### config.mk
export PLATFORM = sky130hd
export DESIGN_NAME = break_select_sequencer
export DESIGN_NICKNAME = d
export VERILOG_FILES = /design/src/rtl/break_select_sequencer.sv
export SDC_FILE = /design/constraint.sdc
export NUM_CORES = 1
export LEC_CHECK = 0
export ABC_CLOCK_PERIOD_IN_PS = 2029
export CORE_ASPECT_RATIO = 0.75
export CORE_MARGIN = 5
export CORE_UTILIZATION = 42
export DETAILED_ROUTE_END_ITERATION = 10
export PLACE_DENSITY = 0.77
export SYNTH_ARGS = -nofsm -noshare
export SYNTH_HDL_FRONTEND = slang
export SYNTH_SLANG_ARGS = --single-unit
### constraint.sdc
create_clock -name clk -period 2.03 [get_ports clk]
set_input_delay 0.203 -clock clk [delete_from_list [all_inputs] [get_ports clk]]
set_output_delay 0.203 -clock clk [all_outputs]
set_load 0.03 [all_outputs]
### src/rtl/break_select_sequencer.sv
// break_select_sequencer
//
// Drives the break-value counter / heuristic selector pair for one
// unsatisfied clause. Each present literal's occurrence bits are fetched
// from the occurrence store and written into the selector with a one-hot
// wren code. The last literal (or a dedicated no-fetch cycle) issues the
// all-ones select code. The selector's choice is then captured and offered
// to the flip stage over a valid/ready handshake.
//
// Ports:
//   clk                   rising-edge clock
//   reset                 asynchronous, active-low reset
//   start_i               request to process a clause (taken when ready_o=1)
//   clause_vars_i         NSAT packed variable indices, literal k at [k*VAR_BITS +: VAR_BITS]
//   clause_valid_i        literal-present mask
//   abort_i               abandon the current clause (ignored in IDLE and OUT)
//   ready_o               high while idle
//   fetch_req_o           occurrence-fetch request
//   fetch_var_o           variable being fetched
//   fetch_ack_i           fetch data is on the selector inputs this cycle
//   wren_o                selector control: 0 idle, 1<<k store literal k, all-ones select
//   break_values_valid_o  latched literal-present mask
//   selected_i            selector choice (registered in the selector)
//   clause_broken_bits_i  broken bits of the chosen literal (registered in the selector)
//   flip_valid_o          result valid
//   flip_ready_i          flip stage accepts
//   flip_var_o            chosen variable
//   flip_index_o          chosen literal index, 0..NSAT-1
//   flip_clause_bits_o    chosen literal's broken-clause bits

module break_select_sequencer #(
  parameter int NSAT                     = 3,
  parameter int NSAT_BITS                = 2,
  parameter int MAX_CLAUSES_PER_VARIABLE = 20,
  parameter int VAR_BITS                 = 12
) (
  input  logic                                clk,
  input  logic                                reset,
  input  logic                                start_i,
  input  logic [NSAT*VAR_BITS-1:0]            clause_vars_i,
  input  logic [NSAT-1:0]                     clause_valid_i,
  input  logic                                abort_i,
  output logic                                ready_o,
  output logic                                fetch_req_o,
  output logic [VAR_BITS-1:0]                 fetch_var_o,
  input  logic                                fetch_ack_i,
  output logic [NSAT_BITS-1:0]                wren_o,
  output logic [NSAT-1:0]                     break_values_valid_o,
  input  logic [NSAT_BITS-1:0]                selected_i,
  input  logic [MAX_CLAUSES_PER_VARIABLE-1:0] clause_broken_bits_i,
  output logic                                flip_valid_o,
  input  logic                                flip_ready_i,
  output logic [VAR_BITS-1:0]                 flip_var_o,
  output logic [NSAT_BITS-1:0]                flip_index_o,
  output logic [MAX_CLAUSES_PER_VARIABLE-1:0] flip_clause_bits_o
);

  localparam logic [NSAT_BITS-1:0] LAST_IDX    = NSAT_BITS'(NSAT - 1);
  localparam logic [NSAT_BITS-1:0] SELECT_CODE = '1;

  typedef enum logic [2:0] {
    IDLE,
    FETCH,
    LAST_NOFETCH,
    CAPTURE,
    OUT
  } state_t;

  state_t                   state;
  state_t                   state_nxt;
  logic [NSAT*VAR_BITS-1:0] vars_q;
  logic [NSAT-1:0]          valid_q;
  logic [NSAT_BITS-1:0]     k_q;
  logic [NSAT_BITS-1:0]     k_nxt;
  logic [NSAT_BITS-1:0]     lowest_idx;
  logic [NSAT_BITS-1:0]     next_idx;
  logic                     next_found;
  logic [NSAT_BITS-1:0]     cap_idx;
  logic                     accept;

  // Lowest present literal of the incoming clause. Defaults to the last
  // index; an all-zero mask is never accepted so the default is harmless.
  always_comb begin
    lowest_idx = LAST_IDX;
    for (int i = NSAT - 1; i >= 0; i--) begin
      if (clause_valid_i[i]) begin
        lowest_idx = NSAT_BITS'(i);
      end
    end
  end

  // Next present literal above k that still gets a one-hot write. The last
  // literal is handled separately because it carries the select code.
  always_comb begin
    next_idx   = LAST_IDX;
    next_found = 1'b0;
    for (int i = NSAT - 2; i >= 0; i--) begin
      if (valid_q[i] && (i > int'(k_q))) begin
        next_idx   = NSAT_BITS'(i);
        next_found = 1'b1;
      end
    end
  end

  // The selector reports literal NSAT-1 as all-ones.
  assign cap_idx = (selected_i == SELECT_CODE) ? LAST_IDX : selected_i;

  // Next-state and combinational control. abort_i overrides everything in
  // the working states, including a coincident fetch_ack_i.
  always_comb begin
    state_nxt   = state;
    k_nxt       = k_q;
    wren_o      = '0;
    fetch_req_o = 1'b0;
    fetch_var_o = '0;
    accept      = 1'b0;
    case (state)
      IDLE: begin
        if (start_i && (|clause_valid_i)) begin
          accept    = 1'b1;
          k_nxt     = lowest_idx;
          state_nxt = FETCH;
        end
      end
      FETCH: begin
        if (abort_i) begin
          state_nxt = IDLE;
        end else begin
          fetch_req_o = 1'b1;
          fetch_var_o = vars_q[int'(k_q)*VAR_BITS +: VAR_BITS];
          if (fetch_ack_i) begin
            if (k_q == LAST_IDX) begin
              wren_o    = SELECT_CODE;
              state_nxt = CAPTURE;
            end else begin
              wren_o = NSAT_BITS'(1) << k_q;
              if (next_found) begin
                k_nxt = next_idx;
              end else if (valid_q[NSAT-1]) begin
                k_nxt = LAST_IDX;
              end else begin
                state_nxt = LAST_NOFETCH;
              end
            end
          end
        end
      end
      LAST_NOFETCH: begin
        if (abort_i) begin
          state_nxt = IDLE;
        end else begin
          wren_o    = SELECT_CODE;
          state_nxt = CAPTURE;
        end
      end
      CAPTURE: begin
        state_nxt = abort_i ? IDLE : OUT;
      end
      OUT: begin
        if (flip_ready_i) begin
          state_nxt = IDLE;
        end
      end
      default: begin
        state_nxt = IDLE;
      end
    endcase
  end

  // State, literal pointer and the clause latched at acceptance.
  always_ff @(posedge clk or negedge reset) begin
    if (!reset) begin
      state   <= IDLE;
      k_q     <= '0;
      vars_q  <= '0;
      valid_q <= '0;
    end else begin
      state <= state_nxt;
      k_q   <= k_nxt;
      if (accept) begin
        vars_q  <= clause_vars_i;
        valid_q <= clause_valid_i;
      end
    end
  end

  // Result registers: loaded once in CAPTURE and held through OUT so the
  // flip stage sees stable data until it accepts. Only the valid flag is
  // cleared by the handshake.
  always_ff @(posedge clk or negedge reset) begin
    if (!reset) begin
      flip_valid_o       <= 1'b0;
      flip_var_o         <= '0;
      flip_index_o       <= '0;
      flip_clause_bits_o <= '0;
    end else if ((state == CAPTURE) && !abort_i) begin
      flip_valid_o       <= 1'b1;
      flip_index_o       <= cap_idx;
      flip_var_o         <= vars_q[int'(cap_idx)*VAR_BITS +: VAR_BITS];
      flip_clause_bits_o <= clause_broken_bits_i;
    end else if ((state == OUT) && flip_ready_i) begin
      flip_valid_o <= 1'b0;
    end
  end

  assign ready_o              = (state == IDLE);
  assign break_values_valid_o = valid_q;

endmodule

# --- Yosys cells after proc, flatten, opt, wreduce, memory -nomap -nowiden ---
# Cells that the tools add are included.
totals:
  reg_bits: 79
  input_bits: 67
  out_inout_bits: 54
  wordCells: 75
op_classes:
  mul: 2
  n_eq_ne: 15
  shifts: 3
  n_mux: 35
  n_reduce_logical: 11
  n_lt_le_gt_ge: 1
op_table:
  columns: ["operator", "count"]
  rows:
  - ["$shiftx A36 B7 Y12", 2]
  - ["$mux W2", 15]
  - ["$mux W12", 2]
  - ["$mux W3", 8]
  - ["$pmux W3 S5", 1]
  - ["$mul A2 B2 Y4 const B", 2]
  - ["$ne A2 B2 Y1 const B", 4]
  - ["$ne A4 B4 Y1 const B", 2]
  - ["$pmux W2 S2", 2]
  - ["$mux W1", 7]
  - ["$eq A3 B2 Y1 const B", 2]
  - ["$ne A3 B3 Y1 const B", 2]
  - ["$reduce_and A6 Y1", 1]
  - ["$reduce_and A5 Y1", 1]
  - ["$eq A2 B2 Y1 const B", 2]
  - ["$logic_and A1 B1 Y1", 4]
  - ["$reduce_bool A2 Y1", 2]
  - ["$eq A3 B1 Y1 const B", 1]
  - ["$eq A3 B3 Y1 const B", 1]
  - ["$logic_not A3 Y1", 1]
  - ["$reduce_or A3 Y1", 1]
  - ["$gt A1 B2 Y1 const A", 1]
  - ["$ne A2 B1 Y1 const B", 1]
  - ["$shl A1 B2 Y2 const A", 1]
  - ["$logic_not A1 Y1", 1]

# --- Longest topological paths before layout ---
# Gate-level depths: netlist of the first run.
logic_depth:
  word_depth: 8
  mapped_depth: 8
  mapped_depth_nobuf: 6

# --- Worst setup path after synthesis of the first run ---
# Ideal clock, no wire load.
synth_timing:
  kind: "register -> output"
  startpoint: "register k_q[0]"
  endpoint: "output port wren_o[1]"
  setup_slack_ns: -0.177
  arrival_ns: 2.004
  stages_incl_launch_ff: 7
  cell_sequence: "dfrtp_1 -> clkbuf_1 -> buf_2 -> inv_1 -> ha_1 -> nand3_1 -> a21boi_0"
synth_between:
  elab_chain_len: 5
synth_rtl:
  columns: ["element", "line", "rtl"]
  rows:
  - ["start: declaration", "73", "logic [NSAT_BITS-1:0] k_q;"]
  - ["start signal: assignment", "179", "k_q <= k_nxt;"]
  - ["$eq A2 B2 Y1 / $shl A1 B2 Y2 (equally long branches)", "132, 136", null]
  - ["$mux W2 *", "132", "if (k_q == LAST_IDX) begin"]
  - ["$mux W2 *", "131", "if (fetch_ack_i) begin"]
  - ["$mux W2 *", "126", "if (abort_i) begin"]
  - ["$pmux W2 S2 *", "117", "case (state)"]
  - ["end: declaration", "47", "output logic [NSAT_BITS-1:0] wren_o,"]
# Every way passes the cells marked *; elsewhere a longest branch is shown, timed or not.

# --- Final worst setup path of the first run ---
layout_timing:
  startpoint: "register state[1]"
  endpoint: "output port fetch_var_o[3]"
layout_between:
  elab_chain_len: 2
layout_rtl:
  columns: ["element", "line", "rtl"]
  rows:
  - ["start: declaration", "69", "state_t state;"]
  - ["start signal: assignment", "178", "state <= state_nxt;"]
  - ["$eq A3 B1 Y1", "117", null]
  - ["$mux W12", "117", null]
  - ["end: declaration", "45", "output logic [VAR_BITS-1:0] fetch_var_o,"]
# No other way between the ends.

==> results of run 1 <==
cell usage after synthesis (all sizes together):
library cell	instances
nor2	42
a21oi	29
o41ai	1
nand2b	4
inv	4
buf	10
a32oi	1
dfrtp	79
a21boi	3
or3	2
ha	2
clkbuf	10
mux2	61
nand3b	3
mux2i	25
nor3	1
o211ai	1
and3	1
o21ai	15
nor2b	1
a31oi	1
nand2	13
nor3b	1
nand3	4
timing repair:
item / in CTS / in global routing
gates resized for setup: 2 / 2
pin swaps: 0 / 1
gates cloned: 0 / 0
endpoints found under the setup margin: 3 / 12
hold buffers: 1 / 0
setup buffers: 0 / 1
endpoints found under the hold margin: 39 / 0
kinds of logic after synthesis:
group                    after synthesis
multiplexers                          86
flip-flops                            79
AND/OR/NAND/NOR                       72
AO/OA/AOI/OAI                         51
buffers and inverters                 24
adder cells (fa/ha/maj)                2
state kept, by name, summed over array words and instances, names as in the netlist:
signal and cells:
vars_q 36, flip_clause_bits_o 20, flip_var_o 12, break_values_valid_o 3, state 3, flip_index_o 2
k_q 2, flip_valid_o 1
per-stage QoR:
step	cell area, um^2	cells	hold WS, ns	power [mW]
floorplan	3700	314	-0.0926	5.39
global placement	5030	534	0.216	6.83
detailed placement	5030	534	0.221	6.96
CTS	5360	550	0.414	8.71
global route	5370	551	0.468	9.17
finish	5370	551	0.399	8.65
cell type report:
cell class	instances	area [um^2]
Clock buffer	11	243
Multi-Input combinational cell	211	1610
Clock inverter	4	70.1
Sequential cell	79	1980
Inverter	4	15.0
Tap cell	108	135
Timing Repair Buffer	134	1320
Fill cell	700	3150
routing by layer:
| metal | track usage (%) | vias to the layer above | share of wire [%] |
|---|---|---|---|
| met5 | 0 | - | 0 |
| met4 | 4.06 | 0 | 0.74 |
| met3 | 5.84 | 10 | 7.2 |
| met2 | 28.8 | 92 | 46 |
| met1 | 23.5 | 1436 | 46 |
| li1 | - | 1343 | - |
worst max path at each step:
| stage | end | cells after the start | start |
|---|---|---|---|
| final | fetch_var_o[3] | 5 | state[1] |
| after global routing | fetch_var_o[3] | 6 | k_q[0] |
| after CTS | fetch_var_o[3] | 5 | state[0] |
| after detailed placement | vars_q[18] | 5 | clause_valid_i[0] |
| after global placement | vars_q[14] | 5 | clause_valid_i[1] |
| after floorplan | k_q[0] | 8 | k_q[0] |
power groups by stage:
stage | sequential [mW] | combinational, mW | clock [mW]
floorplan | 3.47 | 1.92 | 0
global placement | 2.84 | 3.99 | 0
detailed placement | 2.87 | 4.08 | 0
CTS | 2.86 | 4.11 | 1.74
global route | 2.97 | 4.39 | 1.80
finish | 2.87 | 4.09 | 1.69
worst max-delay path, cell delays in order (launching register included):
cell	delay, ns
dfrtp_1	0.50
nor3b_4	0.23
nand2b_1	0.08
buf_4	0.20
nor2_1	0.18
buf_4	0.19
==> impl_results.md, run 1 <==
* Status: finished, final reports clean
* Final Hold Vio Count at 0
* Startpoint Class: register
* Sw Share at 37.3%
* Place WS at about 0.13 ns
* Unrepaired setup endpoints after global routing: false
* Flops & latches, synth at between 70 and 80
* Worst r2r src: k_q[1]
* Number of clock sinks at between 70 and 80
* # port buffers at between 100 and 150
* Largest net degree at the start of global routing at between 40 and 50
* Die H at slightly above 90 um
* Worst Setup End Kind: primary output
* Clock group share of total power at roughly 20%
* Setup WS post-layout at 0.113 ns
* Starting DRT DRC Count at 121
* CP Data Arrival Time at 1.71 ns
* Final Max Tran Viols at 0
* Comb pwr share at ~47%
* Top cell type's share of synthesized area at about 53%
* Die area at roughly 11,000 um^2
* Crit path max fanout at 13
* Sum of negative setup slack at 0 ns
* Sequential Power Share at 33.2%
* R2R Setup Slk at ~0.18 ns
* Slew headroom at roughly 65%
* Drt via density at roughly 5.2
* WL per Instance at approximately 17 um
* Tot GR Track Use at approximately 18%
* Worst r2r path cells at 6
* CTS clk-pin slew, worst paths at 0.06 ns
* Fin crit share at 94.4%
* Vias at between 2,000 and 3,000
* Achievable Freq at ~0.52 GHz
* Fin util at a little over three fifths
* Core area at 8530 um^2
* Antenna Nets Post-Route at 0
* Area leader, netlist: dfrtp_1
* Commonest non-fill, non-tap cell in the layout: clkdlybuf4s50_1
* Worst endpoint required time at between 1.5 and 2 ns
* Worst hold path class: in2async
* Sequential share of the synthesized area at 53.4%
* CTS root buf: clkbuf_16
* Nets at ~500
* Number of global-route vias before repair at roughly 3,000
* Layout cells sized above 1 at approximately a quarter
* Xor and xnor area share after synthesis at 0%
* Ys Warns at 0
* Tmin final at 1.92 ns
* Setup CP Type: reg2out
* DR DRC count at 0
* Simple-gate portion of the synthesized area at 8.83%
* Max Cap Viol at 0
* Leakage power at 2.35 nW
* Switching power at roughly 3.2 mW
* Yosys cell types at 28
* CTS max path bufs at 2
* Most frequent cells in the layout: clkdlybuf4s50_1 (103), dfrtp_1 (78), mux2_2 (51)
* Rows at 29
* Max VDD drop at a little over 0.8 mV
* Gpl congestion at about 0.78
* Int Power at 5.43 mW
* Setup-failing EPs final at 0
* Syn_nets at between 300 and 400
* Mux contribution to synthesized area at approximately a quarter
* Synth Area in Compound Gates at 7.41%
* Slew @ Worst Pin at 0.530 ns
* Synth Instances at 314
* Cell area after synthesis at roughly 3700 um^2
* Clk_skew at between 0.004 and 0.005 ns
* Syn Area/Cell at approximately 12 um^2
* Reg2reg end: k_q[0]
* Initial antenna violation count at 0
* Clock latency at the later pin of the worst-skew pair at 0.32 ns
* Largest family of logic cells by synthesized area: multiplexers
* Num CTS Buffers at 9
* First-pass GRT wire length at about 16,000 um
* Final wirelength at ~9400 um
* Dpl hpwl at approximately 6600 um
* # diodes at 0
* CTS tree: yes
* Gr ovfl total at 0
* Synth area leaders: dfrtp_1 (53%), mux2_2 (16%), mux2i_1 (6.8%), nor2_1 (4.3%), mux2_4 (4.1%)
* Number of detailed-route iterations in the first pass at 4
* PwrDens at ~1600 nW/um^2
* Synthesis-to-layout area growth at 45.2%
* Adder and majority cell fraction of the synthesized area at less than 1%
* Die Width at between 100 and 150 um
* Max H-tree Level at 3
* Initial Util at between 40 and 50%
* I/O pin total at around 120
Note: power is estimated with default switching activity, not from simulation.
==> run 2: changes to the inputs <==
==> constraint.sdc (replaced) <==
create_clock -name clk -period 2.03 [get_ports clk]
set_input_delay 0.406 -clock clk [delete_from_list [all_inputs] [get_ports clk]]
set_output_delay 0.406 -clock clk [all_outputs]
set_load 0.03 [all_outputs]
==> run 2 against run 1 <==
Effect of this change:
- count of clock-buffer cells in the layout down 2
- fmax down 4.9%
- clock skew rose by 0.0025 ns
- via count is 1.5% higher
- first-iteration DRC count is 40% higher
- register-to-register slack lost 0.04 ns
- total power is 9.3% higher
- hold slack worse by 0.37 ns
- critical path depth increased by 1
- design area is 7.5% higher
- die area stayed put
- largest cell class unchanged
==> impl_results.md, run 2 (synthesis results as in run 1) <==
* Clock latency at the later pin of the worst-skew pair at 0.33 ns (about the same)
* Number of global-route vias before repair at 3,052 (+1.3%)
* # diodes at 0 (unchanged)
* Setup WS post-layout at 0.0144 ns (-0.0984 ns)
* Die area at 10,800 um^2 (unchanged)
* Leakage power at 2.49 nW (+5.7%)
* Slowest stage delay, CP at 0.37 ns (-0.13 ns)
* PwrDens at 1640 nW/um^2 (+1.7%)
* Most frequent cells in the layout: clkdlybuf4s50_1 (103), dfrtp_1 (76), mux2_2 (51)
* I/O pin total at 121 (unchanged)
* CTS root buf: clkbuf_16
* Die H at 91.3 um (unchanged)
* CP top delay family: buffers and inverters
* Max VDD drop at 1.15 mV (+43%)
* Largest register FFs at 36 (unchanged)
* Tmin final at 2.02 ns (+0.0984 ns)
* Layout cells sized above 1 at 34.1% (+9.5 points)
* Final Power at 9.46 mW (+9.3%)
* Initial antenna violation count at 0 (unchanged)
* CTS clk-pin slew, worst paths at 0.06 ns (about the same)
* Final Hold Vio Count at 0 (unchanged)
* Switching power at 3.56 mW (+10%)
* Design area at 5780 um^2 (+7.5%)
* Number of clock sinks at 79 (unchanged)
* Nets at 522 (+2.8%)
* Slew headroom at 68.3% (+3.6 points)
* CTS max path bufs at 2 (unchanged)
* Worst Setup End Kind: primary output
* Clock group share of total power at 19.6% (about the same)
* Worst hold path class: in2async
* Startpoint Class: register
* Comb pwr share at 49.8% (+2.5 points)
* Top reg by flops: vars_q
* Int Power at 5.90 mW (+8.7%)
* Gpl congestion at 0.787 (+0.82%)
* Worst r2r path cells at 6 (unchanged)
* Unrepaired setup endpoints after global routing: true
* DR DRC count at 0 (unchanged)
* Setup-failing EPs final at 0 (unchanged)
* # port buffers at 120 (unchanged)
* Starting DRT DRC Count at 170 (+40%)
* Tot GR Track Use at 18.3% (+0.45 points)
* Crit path max fanout at 6 (-7)
* Number of detailed-route iterations in the first pass at 4 (unchanged)
* Achievable Freq at 0.496 GHz (-4.9%)
* Status: finished, final reports clean
* Rows at 29 (unchanged)
* Core area at 8530 um^2 (unchanged)
* Vias at 2,924 (+1.5%)
* CTS tree: yes
* Dpl hpwl at 6790 um (+2.1%)
* Post-DP Area at 5140 um^2 (+2.2%)
* First-pass GRT wire length at 15,800 um (+0.80%)
* Initial Util at 43.4% (unchanged)
* Largest regs: vars_q x36, flip_clause_bits_o x20, flip_var_o x12
* Final wirelength at 10,100 um (+7.3%)
* Die Width at 118 um (unchanged)
* Sum of negative setup slack at 0 ns (unchanged)
* WL per Instance at 17.9 um (+4.4%)
* Crit path depth at 6 (+1)
* Slew @ Worst Pin at 0.475 ns (-0.0545 ns)
* Most common cell on crit path: buf_6
* Antenna Nets Post-Route at 0 (unchanged)
* Fin crit share at 99.3% (+4.8 points)
* Gr ovfl total at 0 (unchanged)
* Synthesis-to-layout area growth at 56.1%
* CP Data Arrival Time at 1.61 ns (-0.10 ns)
* Max H-tree Level at 3 (unchanged)
* R2R Setup Slk at 0.14 ns (-0.04 ns)
* Num CTS Buffers at 9 (unchanged)
* Place WS at -0.0644 ns (-0.193 ns)
* Hold slack at 0.0304 ns (-0.369 ns)
* Max Cap Viol at 0 (unchanged)
* Sw Share at 37.6% (+0.33 points)
* Commonest non-fill, non-tap cell in the layout: clkdlybuf4s50_1
* CP max-delay cell: dfrtp_1
* Setup CP Type: reg2out
* Worst endpoint required time at 1.62 ns (-0.21 ns)
* Clk_skew at 0.00682 ns (+0.00253 ns)
* Buf+Inv Stages, Crit Path at 3 (+1)
* Crit-path cells: buf_6 -> nor3b_4 -> nand2b_4 -> clkbuf_16 -> nor2_4 -> buf_6
* Largest net degree at the start of global routing at 45 (-8.2%)
* Final Max Tran Viols at 0 (unchanged)
* Sequential Power Share at 30.6% (-2.6 points)
* Drt via density at 5.17 (-1.2%)
==> run 2: cell types whose count changed in the layout (fill, tap and decap cells not counted), sizes merged <==
cell / delta
buf: +13
bufinv: +1
clkinvlp: +1
dlygate4sd3: -1
inv: +1
==> run 2: path summary, 6_finish.rpt <==
path	startpoint	to
max	state[0]	fetch_var_o[9]
min	reset	flip_clause_bits_o[16]
max reg2reg	state[0]	vars_q[31]
min reg2reg	flip_var_o[3]	flip_var_o[3]
max in group asynchronous	reset	k_q[0]
min in group clk	flip_var_o[3]	flip_var_o[3]
==> run 2: power by group through the flow <==
stage / sequential, mW / clock (mW) / combinational [mW]
5_1_grt: 2.99 / 1.97 / 5.03
3_3_place_gp: 2.82 / 0 / 4.14
2_1_floorplan: 3.47 / 0 / 1.93
6_report: 2.89 / 1.85 / 4.71
3_5_place_dp: 2.86 / 0 / 4.22
4_1_cts: 2.85 / 1.89 / 4.34
==> run 2: metrics by stage <==
step                std cells  util, %
floorplan                 314        -
CTS                       561     65.1
finish                    566     67.7
global placement          543     60.3
global route              566     67.7
detailed placement        543     60.3
==> run 2: cell type report <==
| type | count | area, um^2 |
|---|---|---|
| fillers | 657 | 2750 |
| well taps | 108 | 135 |
| clock inverters | 7 | 120 |
| multi-input cells | 211 | 1740 |
| inverters | 4 | 15.0 |
| flip-flops and latches | 79 | 1980 |
| clock buffers | 9 | 225 |
| repair buffers | 148 | 1570 |
==> run 2: layer usage <==
layer	GRT usage [%]	vias up	wire (um)	part of all wire, %
met5	0	-	0	0
met2	28.1	112	4490	44
li1	-	1371	-	-
met3	6.83	9	771	7.6
met4	6.04	0	114	1.1
met1	24.1	1432	4740	47
==> run 2: what timing repair did <==
item	in CTS	in global routing
pin swaps	0	7
hold buffers	0	0
cloned	0	2
gates resized for setup	17	42
hold endpoints to repair	0	0
buffers inserted	2	3
setup endpoints to repair	13	15
